===== src/rtl/alu_isa_pkg.sv =====
// Shared definitions for the ALU issue path: datapath widths, ALU opcode
// encodings, instruction field positions and the issue-controller states.
package alu_isa_pkg;

    localparam int DATA_W     = 16;
    localparam int REG_ADDR_W = 3;

    localparam logic [2:0] ALU_ADD = 3'b000;
    localparam logic [2:0] ALU_SUB = 3'b001;
    localparam logic [2:0] ALU_AND = 3'b010;
    localparam logic [2:0] ALU_OR  = 3'b011;
    localparam logic [2:0] ALU_XOR = 3'b100;

    // Instr layout: [15:13] opcode, [12] shift, [11:9] rd, [8:6] rs1, [5:3] rs2
    localparam int OPC_MSB   = 15;
    localparam int OPC_LSB   = 13;
    localparam int SHIFT_BIT = 12;
    localparam int RD_MSB    = 11;
    localparam int RD_LSB    = 9;
    localparam int RS1_MSB   = 8;
    localparam int RS1_LSB   = 6;
    localparam int RS2_MSB   = 5;
    localparam int RS2_LSB   = 3;

    typedef enum logic [1:0] {
        IDLE = 2'd0,
        READ = 2'd1,
        EXEC = 2'd2,
        WB   = 2'd3
    } state_e;

endpackage


===== src/rtl/alu_regfile.sv =====
// Register file for the ALU issue controller.
// Ports: Clk/Reset_n (async active-low, clears every register),
//        one write port (we/waddr/wdata), two operand read ports
//        (raddr1/rdata1, raddr2/rdata2) and a debug read port
//        (dbg_addr/dbg_data). All reads are combinational; r0 reads as 0
//        and writes to r0 are dropped.
module alu_regfile #(
    parameter int WIDTH = 16,
    parameter int DEPTH = 8
) (
    input  logic                     Clk,
    input  logic                     Reset_n,
    input  logic                     we,
    input  logic [$clog2(DEPTH)-1:0] waddr,
    input  logic [WIDTH-1:0]         wdata,
    input  logic [$clog2(DEPTH)-1:0] raddr1,
    output logic [WIDTH-1:0]         rdata1,
    input  logic [$clog2(DEPTH)-1:0] raddr2,
    output logic [WIDTH-1:0]         rdata2,
    input  logic [$clog2(DEPTH)-1:0] dbg_addr,
    output logic [WIDTH-1:0]         dbg_data
);

    logic [WIDTH-1:0] regs_q [DEPTH];
    logic [WIDTH-1:0] regs_d [DEPTH];

    always_comb begin
        regs_d = regs_q;
        if (we && (waddr != '0)) begin
            regs_d[waddr] = wdata;
        end
    end

    always_ff @(posedge Clk or negedge Reset_n) begin
        if (!Reset_n) begin
            for (int i = 0; i < DEPTH; i++) begin
                regs_q[i] <= '0;
            end
        end else begin
            regs_q <= regs_d;
        end
    end

    assign rdata1   = (raddr1   == '0) ? '0 : regs_q[raddr1];
    assign rdata2   = (raddr2   == '0) ? '0 : regs_q[raddr2];
    assign dbg_data = (dbg_addr == '0) ? '0 : regs_q[dbg_addr];

endmodule


===== src/rtl/alu_issue_ctrl.sv =====
// Issue controller in front of a combinational 16-bit ALU.
// Accepts register-form instructions on Instr_Valid/Instr_Ready, reads the
// sources from an internal register file, drives the ALU from registered
// Operand1/Operand2/Alu_Opcode/Shift, samples Result/Zero_Out and writes the
// result back to rd (Done pulses in the writeback cycle).
// Ports: Clk, Reset_n (async active-low); Instr_Valid/Instr_Ready/Instr;
//        ALU side Operand1/Operand2/Alu_Opcode/Shift out, Result/Zero_Out in;
//        Done/Wb_Data/Zero_Flag status; Rf_Wr_* preload (IDLE only);
//        Rf_Rd_Addr/Rf_Rd_Data combinational debug read.
//
// state | meaning
// IDLE  | ready; accepts an instruction, honours preload writes
// READ  | register sources and opcode onto the ALU inputs
// EXEC  | wait EXEC_CYCLES for the ALU; sample result on the last cycle
// WB    | Done pulse, write Wb_Data to rd
module alu_issue_ctrl import alu_isa_pkg::*; #(
    parameter int DATA_W      = 16,
    parameter int REG_COUNT   = 8,
    parameter int EXEC_CYCLES = 1
) (
    input  logic                         Clk,
    input  logic                         Reset_n,
    input  logic                         Instr_Valid,
    output logic                         Instr_Ready,
    input  logic [15:0]                  Instr,
    output logic [DATA_W-1:0]            Operand1,
    output logic [DATA_W-1:0]            Operand2,
    output logic [2:0]                   Alu_Opcode,
    output logic                         Shift,
    input  logic [DATA_W-1:0]            Result,
    input  logic                         Zero_Out,
    output logic                         Done,
    output logic [DATA_W-1:0]            Wb_Data,
    output logic                         Zero_Flag,
    input  logic                         Rf_Wr_En,
    input  logic [$clog2(REG_COUNT)-1:0] Rf_Wr_Addr,
    input  logic [DATA_W-1:0]            Rf_Wr_Data,
    input  logic [$clog2(REG_COUNT)-1:0] Rf_Rd_Addr,
    output logic [DATA_W-1:0]            Rf_Rd_Data
);

    localparam int AW    = $clog2(REG_COUNT);
    localparam int CNT_W = (EXEC_CYCLES > 1) ? $clog2(EXEC_CYCLES) : 1;

    state_e             state_q,  state_d;
    logic [15:0]        instr_q,  instr_d;
    logic [DATA_W-1:0]  op1_q,    op1_d;
    logic [DATA_W-1:0]  op2_q,    op2_d;
    logic [2:0]         opc_q,    opc_d;
    logic               shift_q,  shift_d;
    logic [DATA_W-1:0]  wb_q,     wb_d;
    logic               zf_q,     zf_d;
    logic [CNT_W-1:0]   cnt_q,    cnt_d;

    logic               rf_we;
    logic [AW-1:0]      rf_waddr;
    logic [DATA_W-1:0]  rf_wdata;
    logic [DATA_W-1:0]  rs1_data;
    logic [DATA_W-1:0]  rs2_data;

    alu_regfile #(
        .WIDTH (DATA_W),
        .DEPTH (REG_COUNT)
    ) u_regfile (
        .Clk      (Clk),
        .Reset_n  (Reset_n),
        .we       (rf_we),
        .waddr    (rf_waddr),
        .wdata    (rf_wdata),
        .raddr1   (instr_q[RS1_MSB:RS1_LSB]),
        .rdata1   (rs1_data),
        .raddr2   (instr_q[RS2_MSB:RS2_LSB]),
        .rdata2   (rs2_data),
        .dbg_addr (Rf_Rd_Addr),
        .dbg_data (Rf_Rd_Data)
    );

    always_comb begin
        state_d  = state_q;
        instr_d  = instr_q;
        op1_d    = op1_q;
        op2_d    = op2_q;
        opc_d    = opc_q;
        shift_d  = shift_q;
        wb_d     = wb_q;
        zf_d     = zf_q;
        cnt_d    = cnt_q;
        rf_we    = 1'b0;
        rf_waddr = Rf_Wr_Addr;
        rf_wdata = Rf_Wr_Data;

        case (state_q)
            IDLE: begin
                // Preload and accept may share a cycle; the preload lands on
                // the accept edge so READ already sees it.
                rf_we = Rf_Wr_En;
                if (Instr_Valid) begin
                    instr_d = Instr;
                    state_d = READ;
                end
            end
            READ: begin
                op1_d   = rs1_data;
                op2_d   = rs2_data;
                opc_d   = instr_q[OPC_MSB:OPC_LSB];
                shift_d = instr_q[SHIFT_BIT];
                cnt_d   = CNT_W'(EXEC_CYCLES - 1);
                state_d = EXEC;
            end
            EXEC: begin
                if (cnt_q == '0) begin
                    wb_d    = Result;
                    zf_d    = Zero_Out;
                    state_d = WB;
                end else begin
                    cnt_d = cnt_q - 1'b1;
                end
            end
            WB: begin
                rf_we    = 1'b1;
                rf_waddr = instr_q[RD_MSB:RD_LSB];
                rf_wdata = wb_q;
                state_d  = IDLE;
            end
            default: state_d = IDLE;
        endcase
    end

    always_ff @(posedge Clk or negedge Reset_n) begin
        if (!Reset_n) begin
            state_q <= IDLE;
            instr_q <= '0;
            op1_q   <= '0;
            op2_q   <= '0;
            opc_q   <= '0;
            shift_q <= 1'b0;
            wb_q    <= '0;
            zf_q    <= 1'b0;
            cnt_q   <= '0;
        end else begin
            state_q <= state_d;
            instr_q <= instr_d;
            op1_q   <= op1_d;
            op2_q   <= op2_d;
            opc_q   <= opc_d;
            shift_q <= shift_d;
            wb_q    <= wb_d;
            zf_q    <= zf_d;
            cnt_q   <= cnt_d;
        end
    end

    assign Instr_Ready = (state_q == IDLE);
    assign Done        = (state_q == WB);
    assign Operand1    = op1_q;
    assign Operand2    = op2_q;
    assign Alu_Opcode  = opc_q;
    assign Shift       = shift_q;
    assign Wb_Data     = wb_q;
    assign Zero_Flag   = zf_q;

endmodule


===== config.mk =====
export PLATFORM = sky130hd
export DESIGN_NAME = alu_issue_ctrl
export DESIGN_NICKNAME = d
export VERILOG_FILES = /design/src/rtl/alu_isa_pkg.sv /design/src/rtl/alu_regfile.sv /design/src/rtl/alu_issue_ctrl.sv
export SDC_FILE = /design/constraint.sdc
export NUM_CORES = 1
export LEC_CHECK = 0
export ABC_CLOCK_PERIOD_IN_PS = 3850
export CAP_MARGIN = 0
export CELL_PAD_IN_SITES_DETAIL_PLACEMENT = 0
export CELL_PAD_IN_SITES_GLOBAL_PLACEMENT = 1
export CORE_UTILIZATION = 30
export DETAILED_ROUTE_END_ITERATION = 12
export PLACE_DENSITY_LB_ADDON = 0.1
export SLEW_MARGIN = 20
export SYNTH_ARGS = -nofsm -noshare
export SYNTH_HDL_FRONTEND = slang
export SYNTH_HIERARCHICAL = 1
export SYNTH_SLANG_ARGS = --single-unit

===== constraint.sdc =====
create_clock -name Clk -period 3.85 [get_ports Clk]
set_input_delay 0.77 -clock Clk [delete_from_list [all_inputs] [get_ports Clk]]
set_output_delay 0.77 -clock Clk [all_outputs]
set_load 0.005 [all_outputs]

# Word level (Yosys, flattened, before mapping)
# Index checks and enable logic that the tools add are counted.
# W data, S select, Z words.
dict set report totals {
  ff_bits 200
  in_bits 59
  out_inout_bits 71
  word_cells 67
}
dict set report op_classes {
  n_addsub 1
  n_lt_le_gt_ge 5
  n_eq_ne 5
  mux 23
  bitwise 5
  n_reduce_logical 11
}
# operator n
set ops {}
lappend ops {{$mux W16} 11}
lappend ops {{$bmux W16 S3} 3}
lappend ops {{$bwmux W128} 1}
lappend ops {{$demux W16 S3} 1}
lappend ops {{$ge A4 B4 Y1 const B} 4}
lappend ops {{$not A3 Y4} 4}
lappend ops {{$logic_not A3 Y1} 3}
lappend ops {{$pmux W2 S4} 1}
lappend ops {{$reduce_and A2 Y1} 3}
lappend ops {{$eq A2 B2 Y1 const B} 2}
lappend ops {{$lt A4 B1 Y1 const B} 1}
lappend ops {{$mux W2} 2}
lappend ops {{$ne A2 B2 Y1 const B} 2}
lappend ops {{$pmux W1 S2} 2}
lappend ops {{$mux W3} 1}
lappend ops {{$reduce_bool A3 Y1} 1}
lappend ops {{$eq A2 B1 Y1 const B} 1}
lappend ops {{$logic_and A1 B1 Y1} 2}
lappend ops {{$logic_not A2 Y1} 1}
lappend ops {{$reduce_bool A2 Y1} 1}
lappend ops {{$mux W1} 1}
lappend ops {{$not A1 Y1} 1}
lappend ops {{$sub A1 B1 Y1 const B} 1}

# Depth between registers and ports, before layout
# Gate-level depths: netlist of run 1.
dict set report depth {
  word_depth 8
  mapped_depth 9
  mapped_depth_nobuf 7
}

# Modules after synthesis
# Netlist of run 1, hierarchy kept.
# mod n_inst cells_per_inst area_per_inst_um2 seq_area_each_um2
set by_module_without_submodules {}
lappend by_module_without_submodules {alu_regfile 1 565 7190.6 2802.7}
lappend by_module_without_submodules {alu_issue_ctrl 1 176 2870.3 1701.6}

# Worst setup path before layout of run 1
# No wires, ideal clock.
dict set report synth_path {
  path_kind {input -> output}
  from {input port Rf_Rd_Addr[1]}
  to {output port Rf_Rd_Data[10]}
  arrival_time_ns 1.696
  required_time_ns 3.080
  path_slack_ns 1.384
  path_stages 5
  n_path_buf 2
  path_cell_list {buf_2 > buf_4 > mux2_2 > a221oi_1 > a311oi_1}
}
dict set report synth_via {
  elab_chain_len 5
  word_cells_on_any_way 6
  classes_between {mux: 4; bitwise: 1; reduce/logical: 1}
}
# item line_no
set synth_rtl {}
lappend synth_rtl {{start: declaration} alu_issue_ctrl.sv:38} ;# input logic [$clog2(REG_COUNT)-1:0] Rf_Rd_Addr,
lappend synth_rtl {{$not A3 Y4 (not written as such)} alu_regfile.sv:46} ;# assign dbg_data = (dbg_addr == '0) ? '0 : regs_q[dbg_addr];
lappend synth_rtl {{$bmux W16 S3} alu_regfile.sv:46}
lappend synth_rtl {{$mux W16 (not written as such) (2 in series)} alu_regfile.sv:46}
lappend synth_rtl {{$mux W16 *} alu_regfile.sv:46}
lappend synth_rtl {{end: declaration} alu_issue_ctrl.sv:39} ;# output logic [DATA_W-1:0] Rf_Rd_Data
# Every way passes the cells marked *; elsewhere a longest branch is shown, timed or not. The select of a mux whose other input is x is not followed.

# Final worst setup path of run 1
dict set report layout_path {
  from {input port Rf_Rd_Addr[2]}
  to {output port Rf_Rd_Data[7]}
}
# Same word-level chain as after synthesis.

==> results by stage, run 1 <==
Setup path:
- The kind of critical path is input port to output port.
- The kind of end point of the critical path is an output port.
- The number of cells on the worst reg-to-reg path is 7.
- For the worst setup path, the data arrival time is roughly 2.9 ns.
- In this run the worst path has a maximum fanout of 11.
- The worst path required time is ~3.1 ns.
- STA classifies the critical path startpoint as an input port.

Drt:
- Dividing the detail-routed via count by the number of cells gives about 5.4.
- After detailed routing, the number of remaining DRC violations is 0.
- The via count of the routed design is 7103.
- The DRC violation total after the first TritonRoute iteration is roughly 310.
- The average detailed-routed wire length per instance is approximately 24 um.
- The final routed wirelength across all metal layers is 31990 um.
- The detailed-router iteration count before antenna repair is 6.
- The number of antenna-violating nets in the routed design is 0.

Finish:
- The most common library cell in the layout ignoring fill and taps is mux2_2.
- The share of cells above drive strength 1 is 0.3785.
- The number of standard cells in the final layout excluding fillers is approximately 1300.
- The finished cells cover around 0.012 mm^2.
- Leaving out fill and tap cells, the most frequent cells in the layout are 213 x mux2_2, 178 x dfrtp_1, 123 x clkdlybuf4s50_1, 80 x mux2i_1, 75 x a221oi_1.
- The layout net count is 914.
- The number of antenna diodes is 0.
- The area added between synthesis and finish is 21.86%.
- Fill cells in the final layout number 3143.
- The utilization of the core after routing is 0.3740.

Placement:
- Once placement completed, the tool counted placed cells totaling around 1300.
- The instance area at placement is about 0.012 mm^2.
- The count of buffers inserted at the top-level ports is ~130.
- The HPWL after detailed placement is roughly 21000 um.
- At the placement stage, the worst setup path has a slack of 0.1926 ns.
- The congestion estimate from routability-driven global placement came to ~0.81.

Logic synthesis:
- During synthesis, Yosys emitted a total of 6 warnings.
- In the synthesized netlist, the number of instances is ~740.
- The synthesized net count is ~800.
- For this run, the register share of the synthesized area comes to 0.4477.
- The count of unique library cells instantiated by Yosys is 31.
- A synthesized cell averages between 10 and 15 um^2.
- The flip-flop and latch count after synthesis is 180.
- The post-synthesis instance area is about 0.010 mm^2.

Global routing:
- In the global route stage, overall resource usage came out at 0.1949.
- The maximum number of pins on one net before global-route repair is 74.
- The first global-routing pass estimated approximately 48000 um of wire.
- The initial antenna violation count is 0.
- After global routing the overflow that remains totals 0.
- The number of global-route vias before repair is 7701.

CTS:
- In this run the number of H-tree levels came out at 4.
- The number of sinks driven by the clock tree is 180.
- The clock latency on the worst-skew pair is approximately 0.45 ns.
- The maximum root-to-sink buffer count is 2.
- Clock tree synthesis selected as its root buffer the cell clkbuf_16.
- Post-CTS timing repair inserted 0 buffers for setup.
- TritonCTS built the clock tree.
- Gates resized during post-CTS repair numbered 0.
- The register clock-pin slew on the reported worst setup and hold paths is around 0.070 ns.
- The number of buffers inserted for hold repair after clock tree synthesis is 0.
- The number of clock buffers inserted by TritonCTS is 17.

Timing:
- The transition at the pin with the smallest max-transition slack is about 0.9 ns.
- Setup violations remaining at the end of the flow were counted as 0.
- Timing would allow up to around 0.27 GHz.
- Adding up every negative setup slack in the final design gives 0 ns.
- The final worst-path setup slack is 0.1793 ns.
- The number of pins with negative max-slew slack in the final report came to 0.
- In this run the tightest slew margin relative to its limit is 0.3951.
- Setup repair after global routing left no endpoint under its margin.
- The post-route fraction of the period consumed by the critical path is 0.9534.
- The clock arrives with between 0.01 and 0.015 ns of skew.
- The post-route minimum period is ~3.7 ns.
- Across all hold checks on the routed design, the worst slack comes to roughly 0.36 ns.
- The number of endpoints with negative hold slack in the final report is 0.

Run:
- Max-cap violations in this run came to 0.

Die:
- The width of the die is approximately 190 um.
- The number of placed I/O pins is between 100 and 150.
- For this configuration, the core starts out at a cell density of 0.3069.
- From bottom edge to top edge, the die measures ~190 um.
- In this run the core area contains 66 standard-cell rows.
- The floorplan step defined a core boundary enclosing ~0.033 mm^2.
- The floorplan step defined a die boundary enclosing 0.03427 mm^2.

Power and ir drop:
- In this run the power density over the cells is a little under 900 mW/mm^2.
- The worst-case IR drop observed on VDD is roughly 400 uV.
- The standby leakage power is slightly above 5 nW.
- The total design power is around 11 mW.

Outcome:
- The run finished with clean final reports.

Hold path:
- The tightest min-delay check is of the input port to async pin type.
## power by group
part / switching [mW] / leakage [nW] / internal, mW
registers: 0.859 / 2.23 / 2.80
logic: 2.40 / 2.68 / 2.89
clock network: 0.808 / 0.278 / 0.933
total: 4.07 / 5.18 / 6.62
## cells in the mapped netlist (all sizes together)
| master | n | area (um^2) |
|---|---|---|
| mux2 | 246 | 2883 |
| dfrtp | 180 | 4504 |
| mux2i | 80 | 800.8 |
| a221oi | 75 | 656.9 |
| buf | 59 | 450.4 |
| nor2b | 21 | 136.4 |
| a211oi | 17 | 127.6 |
| a311oi | 16 | 140.1 |
| clkbuf | 11 | 41.29 |
| a21oi | 4 | 20.02 |
| ha | 4 | 50.05 |
| inv | 4 | 15.01 |
| nand2 | 4 | 20.02 |
| nand2b | 3 | 18.77 |
| nand4b | 3 | 71.32 |
| nor2 | 3 | 11.26 |
| a22o | 2 | 17.52 |
| a31oi | 2 | 12.51 |
| and2 | 2 | 12.51 |
| and4bb | 2 | 25.02 |
| and3b | 1 | 8.760 |
| nand4 | 1 | 21.27 |
| nor3 | 1 | 16.27 |
## routing by layer
metal,part of all wire,GRT usage,routed length [um]
met5,0,0,0
met4,0.031,0.09058,1005
met3,0.039,0.02733,1232
met2,0.48,0.3158,15390
met1,0.45,0.2563,14360
## cell families after synthesis
| logic type | after synthesis | synth area share |
|---|---|---|
| AOI/OAI and AO/OA | 116 | 0.09688 |
| and+or+nand+nor | 41 | 0.03395 |
| DFF | 180 | 0.4477 |
| muxes | 326 | 0.3661 |
| adders and majority gates | 4 | 0.004975 |
| buffers and inverters | 74 | 0.05037 |
## worst paths after layout
| path | start | endpoint | slack, ns |
|---|---|---|---|
| min reg2reg | Zero_Flag | Zero_Flag | 0.51 |
| max | Rf_Rd_Addr[2] | Rf_Rd_Data[7] | 0.18 |
| max in group asynchronous | Reset_n | u_regfile/regs_q[69] | 2.47 |
| min | Reset_n | Wb_Data[11] | 0.36 |
| min in group Clk | Zero_Flag | Zero_Flag | 0.51 |
| max reg2reg | state_q[1] | u_regfile/regs_q[29] | 1.23 |
## critical path, stage by stage
cell             delay [ns]
clkdlybuf4s50_1        0.71
buf_4                  0.30
a221oi_1               0.07
a311oi_1               0.44
clkdlybuf4s50_1        0.61
## flip-flops by register name, indices dropped and copies added, names as in the netlist
signal            flops
Shift                 1
Operand1             16
u_regfile/regs_q    112
Zero_Flag             1
Operand2             16
Alu_Opcode            3
instr_q              13
Wb_Data              16
state_q               2
## final cells by class
class,count,area [um^2],area share
Clock buffer,19,452.9,0.03694
Sequential cell,180,4507,0.3676
Multi-Input combinational cell,487,5057,0.4125
Tap cell,442,553.0,0.04511
Inverter,4,15.01,0.001225
Clock inverter,13,122.6,0.01000
Timing Repair Buffer,161,1553,0.1266
No activity file was read; power rests on OpenSTA's default activity.
==> inputs of run 2 (changes only) <==
Settings changed: CAP_MARGIN 0 to unset.
==> results of run 2 <==
The final DEF is identical to that of run 1; final timing and power are the same.
